[config.mk]
export PLATFORM = sky130hd
export DESIGN_NAME = sun_pll_lock_det
export DESIGN_NICKNAME = d
export VERILOG_FILES = /design/src/rtl/sun_pll_lock_det.sv
export SDC_FILE = /design/constraint.sdc
export NUM_CORES = 1
export LEC_CHECK = 0
export ABC_AREA = 1
export CORE_MARGIN = 2
export CORE_UTILIZATION = 42
export DETAILED_ROUTE_END_ITERATION = 12
export PLACE_DENSITY = 0.73
export SYNTH_ARGS = -nofsm -noshare
export SYNTH_HDL_FRONTEND = slang
export SYNTH_SLANG_ARGS = --single-unit
[constraint.sdc]
create_clock -name CK -period 1.7 [get_ports CK]
set_input_delay 0.34 -clock CK [delete_from_list [all_inputs] [get_ports CK]]
set_output_delay 0.34 -clock CK [all_outputs]
set_load 0.005 [all_outputs]
[src/rtl/sun_pll_lock_det.sv]
// PLL lock detector: counts CK cycles per CK_REF period and checks each count against DIV +/- TOL.
// Latency: CK_REF rise to CNT_VLD is 3 CK cycles; LOCK is 1 cycle behind STATE. No backpressure; CNT_VLD is a pulse.
module sun_pll_lock_det #(
   parameter int DIV        = 32,
   parameter int TOL        = 2,
   parameter int LOCK_CNT   = 4,
   parameter int UNLOCK_CNT = 2,
   parameter int CW         = 8
) (
   input  logic          CK,
   input  logic          RST,
   input  logic          EN,
   input  logic          CK_REF,
   output logic          LOCK,
   output logic [CW-1:0] CNT,
   output logic          CNT_VLD,
   output logic          REF_LOST,
   output logic [1:0]    STATE
);

   localparam logic [1:0] S_IDLE   = 2'd0;
   localparam logic [1:0] S_ARM    = 2'd1;
   localparam logic [1:0] S_ACQ    = 2'd2;
   localparam logic [1:0] S_LOCKED = 2'd3;

   localparam int GW = $clog2(LOCK_CNT + 1);
   localparam int UW = $clog2(UNLOCK_CNT + 1);
   localparam int LO = (DIV > TOL) ? DIV - TOL : 0;
   localparam int HI = DIV + TOL;

   localparam logic [CW-1:0] CYC_MAX  = '1;
   localparam logic [GW-1:0] GOOD_TGT = GW'(LOCK_CNT);
   localparam logic [UW-1:0] BAD_TGT  = UW'(UNLOCK_CNT);

   logic          sync1, sync2, sync3;
   logic          ref_edge;
   logic [CW-1:0] cyc;
   logic [CW-1:0] capture;
   logic          meas_good;
   logic [GW-1:0] good_cnt, good_inc;
   logic [UW-1:0] bad_cnt, bad_inc;
   logic [1:0]    state;
   logic          lock_q;
   logic [CW-1:0] cnt_q;
   logic          cnt_vld_q;
   logic          ref_lost_q;

   // CK_REF is asynchronous; two flops resolve metastability, the third gives the rising-edge reference.
   always_ff @(posedge CK or posedge RST) begin
      if (RST) begin
         sync1 <= 1'b0;
         sync2 <= 1'b0;
         sync3 <= 1'b0;
      end else begin
         sync1 <= CK_REF;
         sync2 <= sync1;
         sync3 <= sync2;
      end
   end

   assign ref_edge  = sync2 & ~sync3;
   assign capture   = (cyc == CYC_MAX) ? cyc : cyc + CW'(1);
   assign meas_good = (capture != CYC_MAX) && (int'(capture) >= LO) && (int'(capture) <= HI);
   assign good_inc  = good_cnt + GW'(1);
   assign bad_inc   = bad_cnt + UW'(1);

   always_ff @(posedge CK or posedge RST) begin
      if (RST) begin
         state      <= S_IDLE;
         cyc        <= '0;
         good_cnt   <= '0;
         bad_cnt    <= '0;
         lock_q     <= 1'b0;
         cnt_q      <= '0;
         cnt_vld_q  <= 1'b0;
         ref_lost_q <= 1'b0;
      end else begin
         cnt_vld_q <= 1'b0;
         lock_q    <= (state == S_LOCKED);
         if (!EN) begin
            state      <= S_IDLE;
            cyc        <= '0;
            good_cnt   <= '0;
            bad_cnt    <= '0;
            ref_lost_q <= 1'b0;
            lock_q     <= 1'b0;
         end else begin
            if (state == S_IDLE || ref_edge) begin
               cyc <= '0;
            end else begin
               cyc <= capture;
            end

            // An edge landing on the saturated count wins over the loss flag.
            if (state != S_IDLE) begin
               if (ref_edge) begin
                  ref_lost_q <= 1'b0;
               end else if (cyc == CYC_MAX) begin
                  ref_lost_q <= 1'b1;
               end
            end

            case (state)
               S_IDLE: begin
                  state    <= S_ARM;
                  good_cnt <= '0;
                  bad_cnt  <= '0;
               end
               S_ARM: begin
                  if (ref_edge) begin
                     state    <= S_ACQ;
                     good_cnt <= '0;
                     bad_cnt  <= '0;
                  end
               end
               S_ACQ, S_LOCKED: begin
                  if (ref_lost_q) begin
                     state    <= S_ARM;
                     good_cnt <= '0;
                     bad_cnt  <= '0;
                     lock_q   <= 1'b0;
                  end else if (ref_edge) begin
                     cnt_q     <= capture;
                     cnt_vld_q <= 1'b1;
                     if (state == S_ACQ) begin
                        if (meas_good) begin
                           good_cnt <= good_inc;
                           if (good_inc == GOOD_TGT) begin
                              state   <= S_LOCKED;
                              bad_cnt <= '0;
                           end
                        end else begin
                           good_cnt <= '0;
                        end
                     end else begin
                        if (meas_good) begin
                           bad_cnt <= '0;
                        end else begin
                           bad_cnt <= bad_inc;
                           if (bad_inc == BAD_TGT) begin
                              state    <= S_ACQ;
                              good_cnt <= '0;
                           end
                        end
                     end
                  end
               end
               default: state <= S_IDLE;
            endcase
         end
      end
   end

   assign LOCK     = lock_q;
   assign CNT      = cnt_q;
   assign CNT_VLD  = cnt_vld_q;
   assign REF_LOST = ref_lost_q;
   assign STATE    = state;

endmodule

Word level (Yosys, flattened, before mapping)
Index checks and enable logic that the tools add are counted.
- bits in registers: 29
- logic and storage cells: 88
- $add $sub $neg: 3
- $lt $le $gt $ge: 2
- equal/unequal tests: 16
- mux-type cells: 42
- bitwise gates (word level): 3
- reductions and logical operators: 11
- operators by type and width (cell ; count):
    $mux W2 ; 17
    $ne A5 B5 Y1 const B ; 5
    $mux W3 ; 8
    $mux W8 ; 3
    $pmux W2 S3 ; 2
    $reduce_and A4 Y1 ; 3
    $mux W1 ; 11
    $pmux W3 S3 ; 1
    $add A8 B1 Y8 const B ; 1
    $eq A8 B8 Y1 const B ; 1
    $ge A8 B5 Y1 const B ; 1
    $le A8 B6 Y1 const B ; 1
    $ne A8 B8 Y1 const B ; 1
    $eq A2 B2 Y1 const B ; 3
    $reduce_and A6 Y1 ; 1
    $ne A4 B4 Y1 const B ; 1
    $add A3 B1 Y3 const B ; 1
    $eq A3 B3 Y1 const B ; 1
    $ne A3 B1 Y1 const B ; 1
    $ne A3 B3 Y1 const B ; 1
    $add A2 B1 Y2 const B ; 1
    $eq A2 B1 Y1 const B ; 1
    $logic_and A1 B1 Y1 ; 2
    $logic_not A2 Y1 ; 1
    other kinds (7) ; 8

Longest topological paths before layout
- depth after elaboration: 11
- gate-level depth with buffers: 16
- gate-level depth less buffers: 16

Worst setup path before layout
No wires, ideal clock.
- path kind: flip-flop to flip-flop
- start point: register cyc[0]
- end point: register state[0] (netlist: STATE[0])
- arrival: 1.658 ns
- data required time: 1.583 ns
- setup slack: -0.075 ns
- stages on the path, launching flop included: 16
- path buffers: 0
- cells stage by stage: dfrtp_1 ha_1 nand3_2 inv_2 nand2_4 nand2_1 nor2_1 nand3_2 nand2_2 nand3_4 nand2_2 inv_2 nor2_4 nand2_1 nand2_1 nand2_1
- longest elaborated chain between the ends: 7
- elaborated cells on any way between the ends: 12
- ends and longest elaborated chain (element ; line ; text):
    from (decl) ; 37 ; logic [CW-1:0] cyc;
    from (signal assigned) ; 91 ; cyc <= capture;
    $add A8 B1 Y8 or $eq A8 B8 Y1 (tied branches) ; 62 ; assign capture = (cyc == CYC_MAX) ? cyc : cyc + CW'(1);
    $mux W8 * ; 62 ;
    $ge A8 B5 Y1 or $ne A8 B8 Y1 (tied branches) ; 63 ; assign meas_good = (capture != CYC_MAX) && (int'(capture) >= LO) && (int'(capture) <= HI);
    $logic_and A1 B1 Y1 ; 63 ;
    $logic_and A1 B1 Y1 * ; 63 ;
    $ne A5 B5 Y1 (no line) ; -- ;
    $reduce_and A6 Y1 (no line) * ; -- ;
    to (signal assigned) ; 69 ; state <= S_IDLE;
    to (signal assigned) ; 81 ; state <= S_IDLE;
    to (signal assigned) ; 105 ; state <= S_ARM;
    to (decl) ; 42 ; logic [1:0] state;
Every way passes the cells marked *; elsewhere a longest branch is shown, timed or not.
A chain may end at the register's enable or synchronous reset.

Final worst setup path
- start point: register cyc[1]
- end point: register state[0] (netlist: STATE[0])
Same word-level chain as after synthesis.

==> summary.md <==
| Metric | Value |
|---|---|
| H-tree levels | `2` |
| Startpoint types | `flop` |
| Fin. max-slew vios | `0` |
| FF-to-FF Start | `cyc[1]` |
| Cts bufs inserted | `5` |
| DR pass1 iterations | `4` |
| Total I/O pin count | `17` |
| Met1 Usage GRT | `0.225` |
| Cell area after synthesis | `around 1600 um2` |
| Max-Cap Viols | `0` |
| Die span in y | `65.6 um` |
| Die W | `around 66 um` |
| Cells after DPL | `276` |
| Global Route met2 Usage | `0.268` |
| Final setup violation count | `6` |
| Peak VDD IR | `approximately 0.57 mV` |
| Vias post-DR | `1321` |
| Area growth syn-to-layout | `35.7%` |
| Crit Path Class | `reg2reg` |
| Count of different cell masters after synthesis | `30` |
| Max Freq | `541 MHz` |
| Status | `complete, but fails checks` |
| Pwr Total | `~1.9 mW` |
| Synth area leaders | `dfrtp_1, nand2_1, inv_1` |
| Yosys top cell area share | `0.456` |
| Worst skew pair latency | `approximately 0.28 ns` |
| Final WS setup | `-0.147 ns` |
| Remaining DRCs | `0` |
| Buffers on Ports | `16` |
| Worst Skew | `0.00932 ns` |
| Pre-CTS setup slack | `-0.0984 ns` |
| Starting Density | `0.435` |
| Core Box Area | `3660 um2` |
| Slew @ Worst Pin | `0.375 ns` |
| Most used routing layer | `met2` |
| Avg Cell Area, Syn | `8.30 um2` |
| PwrDens | `875 nW/um2` |
| Yosys warning count | `0` |
| RSZ-0062 raised after global routing | `yes` |
| Register area share after synthesis | `0.456` |
| Mapped Nets | `200` |
| ANT nets after route | `0` |
| CTS clk-pin slew, worst paths | `0.06 ns` |
| Routed WL | `3250 um` |
| Met3 usage | `0.0411` |
| Clock root cell | `clkbuf_8` |
| Setup TNS | `-0.470 ns` |
| FF+latch count, synth | `29` |
| Antenna cells | `0` |
| Leakage | `1.03 nW` |
| Total Die Area | `around 4300 um2` |
| Worst Path Arrival | `~2 ns` |
| Routability Congestion | `0.808` |
| Clk sinks | `29` |
| Deepest clock path buffer count | `2` |
| Largest net degree at the start of global routing | `22` |
| Cell taking the most area after synthesis | `dfrtp_1` |
| Initial antenna violation count | `0` |
| CP endpoint kind | `flop` |
| R2r endpoint | `STATE[0]` |
| Initial DRC Count | `38` |
| DP Wirelength | `2410 um` |
| Number of global-route vias before repair | `1252` |
| Worst Hold Class | `in2async` |
| Clock tree from TritonCTS | `yes` |
| Reg2reg setup slack | `-0.15 ns` |
| Final Non-Filler Cells | `285` |
| Post-DP Area | `2000 um2` |
| GRT Overall Usage | `0.172` |
| DR vias/cell | `4.64` |
| Final Hold Fails | `0` |
| Rows | `22` |
| Total gr overflow | `0` |
| CP required | `1.88 ns` |
| Core Util, Final | `0.591` |
| Hold slack | `0.336 ns` |
| Syn Inst Count | `192` |
| Design area | `2160 um2` |
| # hold bufs at CTS | `0` |
| Failing checks | `setup timing` |
| Tcrit/Tclk final | `1.09` |
| Drt wl/cell | `11.4 um` |
| First-pass GRT wire length | `5460 um` |
| Share of cells above drive strength 1 | `0.308` |
| Rel. slew slack | `0.744` |
| Nets@finish | `approximately 240` |
| Worst reg2reg path depth | `14` |
| Min Tclk post-route | `1.85 ns` |
| Crit path max fanout | `6` |
==> cells by family (layout without fill, tap and decap cells) <==
logic type,Yosys count,in the layout,synth area share
AO/OA/AOI/OAI,19,19,0.0652
AND/OR/NAND/NOR,103,103,0.351
XOR/XNOR,3,3,0.0165
buffers and inverters,34,79,0.0801
adder cells (fa/ha/maj),4,4,0.0314
flip-flops,29,29,0.456
==> placed cells by master, fill, tap and decap left out, types with 2 or more instances in the layout <==
cell type,synthesis,layout
nand2_1,40,34
inv_1,28,27
dfrtp_1,29,26
buf_4,0,21
nor2_1,18,17
clkdlybuf4s50_1,0,16
nand2_2,9,12
o21ai_0,9,9
nand3_1,7,6
nand4_1,5,5
nand2_4,2,5
nand3b_1,5,5
o21ai_1,5,5
clkbuf_8,0,5
nor2_4,3,4
inv_2,3,4
nand3_4,1,4
ha_1,4,3
dfrtp_2,0,3
clkinv_1,2,2
nand3_2,4,2
nor3_1,2,2
nor3_2,2,2
nor2_2,2,2
a21oi_1,2,2
clkinv_2,0,2
==> area by class of cell <==
| cell class | count | area, um2 |
|---|---|---|
| Fill cell | 325 | 1500 |
| Multi-Input combinational cell | 129 | 825 |
| Sequential cell | 29 | 729 |
| Timing Repair Buffer | 38 | 338 |
| Inverter | 33 | 124 |
| Clock buffer | 5 | 68.8 |
| Tap cell | 48 | 60.1 |
| Clock inverter | 3 | 17.5 |
==> flip-flops by register name, indices dropped and copies added (netlist names) <==
signal	count
sync1	1
CNT_VLD	1
sync3	1
cyc	8
REF_LOST	1
bad_cnt	2
good_cnt	3
CNT	8
sync2	1
STATE	2
LOCK	1
==> worst max path at each step <==
stage	start	to	slack, ns	cells past startpoint
6_report	cyc[1]	STATE[0]	-0.15	14
5_1_grt	cyc[1]	STATE[0]	-0.30	14
4_1_cts	cyc[1]	STATE[0]	-0.14	14
3_5_place_dp	EN	STATE[0]	-0.1	10
3_3_place_gp	EN	STATE[0]	-0.11	10
2_1_floorplan	cyc[1]	STATE[0]	-0.03	15
==> power by group <==
group	leakage, nW	internal [mW]	total [mW]	switching (mW)
Clock	0.0439	0.281	0.544	0.262
Sequential	0.388	0.754	0.807	0.0538
Combinational	0.597	0.271	0.540	0.269
==> synthesized netlist by cell type <==
| cell | instances |
|---|---|
| nand2_4 | 2 |
| nor3_2 | 2 |
| xnor2_1 | 2 |
| inv_1 | 28 |
| nand2_1 | 40 |
| nor2_1 | 18 |
| inv_2 | 3 |
| clkbuf_1 | 1 |
| nor4_1 | 1 |
| nand3b_1 | 5 |
| nand4_1 | 5 |
| ha_1 | 4 |
| nor2_2 | 2 |
| nand2_2 | 9 |
| a2111oi_0 | 1 |
| dfrtp_1 | 29 |
| or2_2 | 1 |
| a21oi_2 | 1 |
| o21ai_1 | 5 |
| o22ai_1 | 1 |
| o21ai_0 | 9 |
| a21oi_1 | 2 |
| nand3_1 | 7 |
| nand3_2 | 4 |
| nand3_4 | 1 |
| xor2_1 | 1 |
| nor3_1 | 2 |
| nand4_2 | 1 |
| nor2_4 | 3 |
| clkinv_1 | 2 |
==> timing repair <==
item | 4_1_cts | 5_1_grt
buffers inserted | 0 | 1
setup endpoints to repair | 6 | 6
pin swaps | 6 | 2
resized for setup | 5 | 11
==> critical path, cell delays in order (launching register included) <==
cell,delay [ns]
dfrtp_1,0.38
ha_4,0.19
nand3_4,0.09
inv_2,0.08
nand2_4,0.09
nand2_4,0.09
nand2_1,0.07
nor2_2,0.11
nand2_2,0.08
nand2_4,0.08
nand4_1,0.15
a21oi_2,0.18
nand2_1,0.06
nand2_1,0.05
nand2_1,0.04
==> routing by layer <==
metal  routed length (um)  vias to the layer above
met5                    0                        -
met4                   57                        0
met3                   84                        6
met2                 1510                       16
met1                 1590                      604
li1                     -                      695
Power figures use the tool's default switching activity.
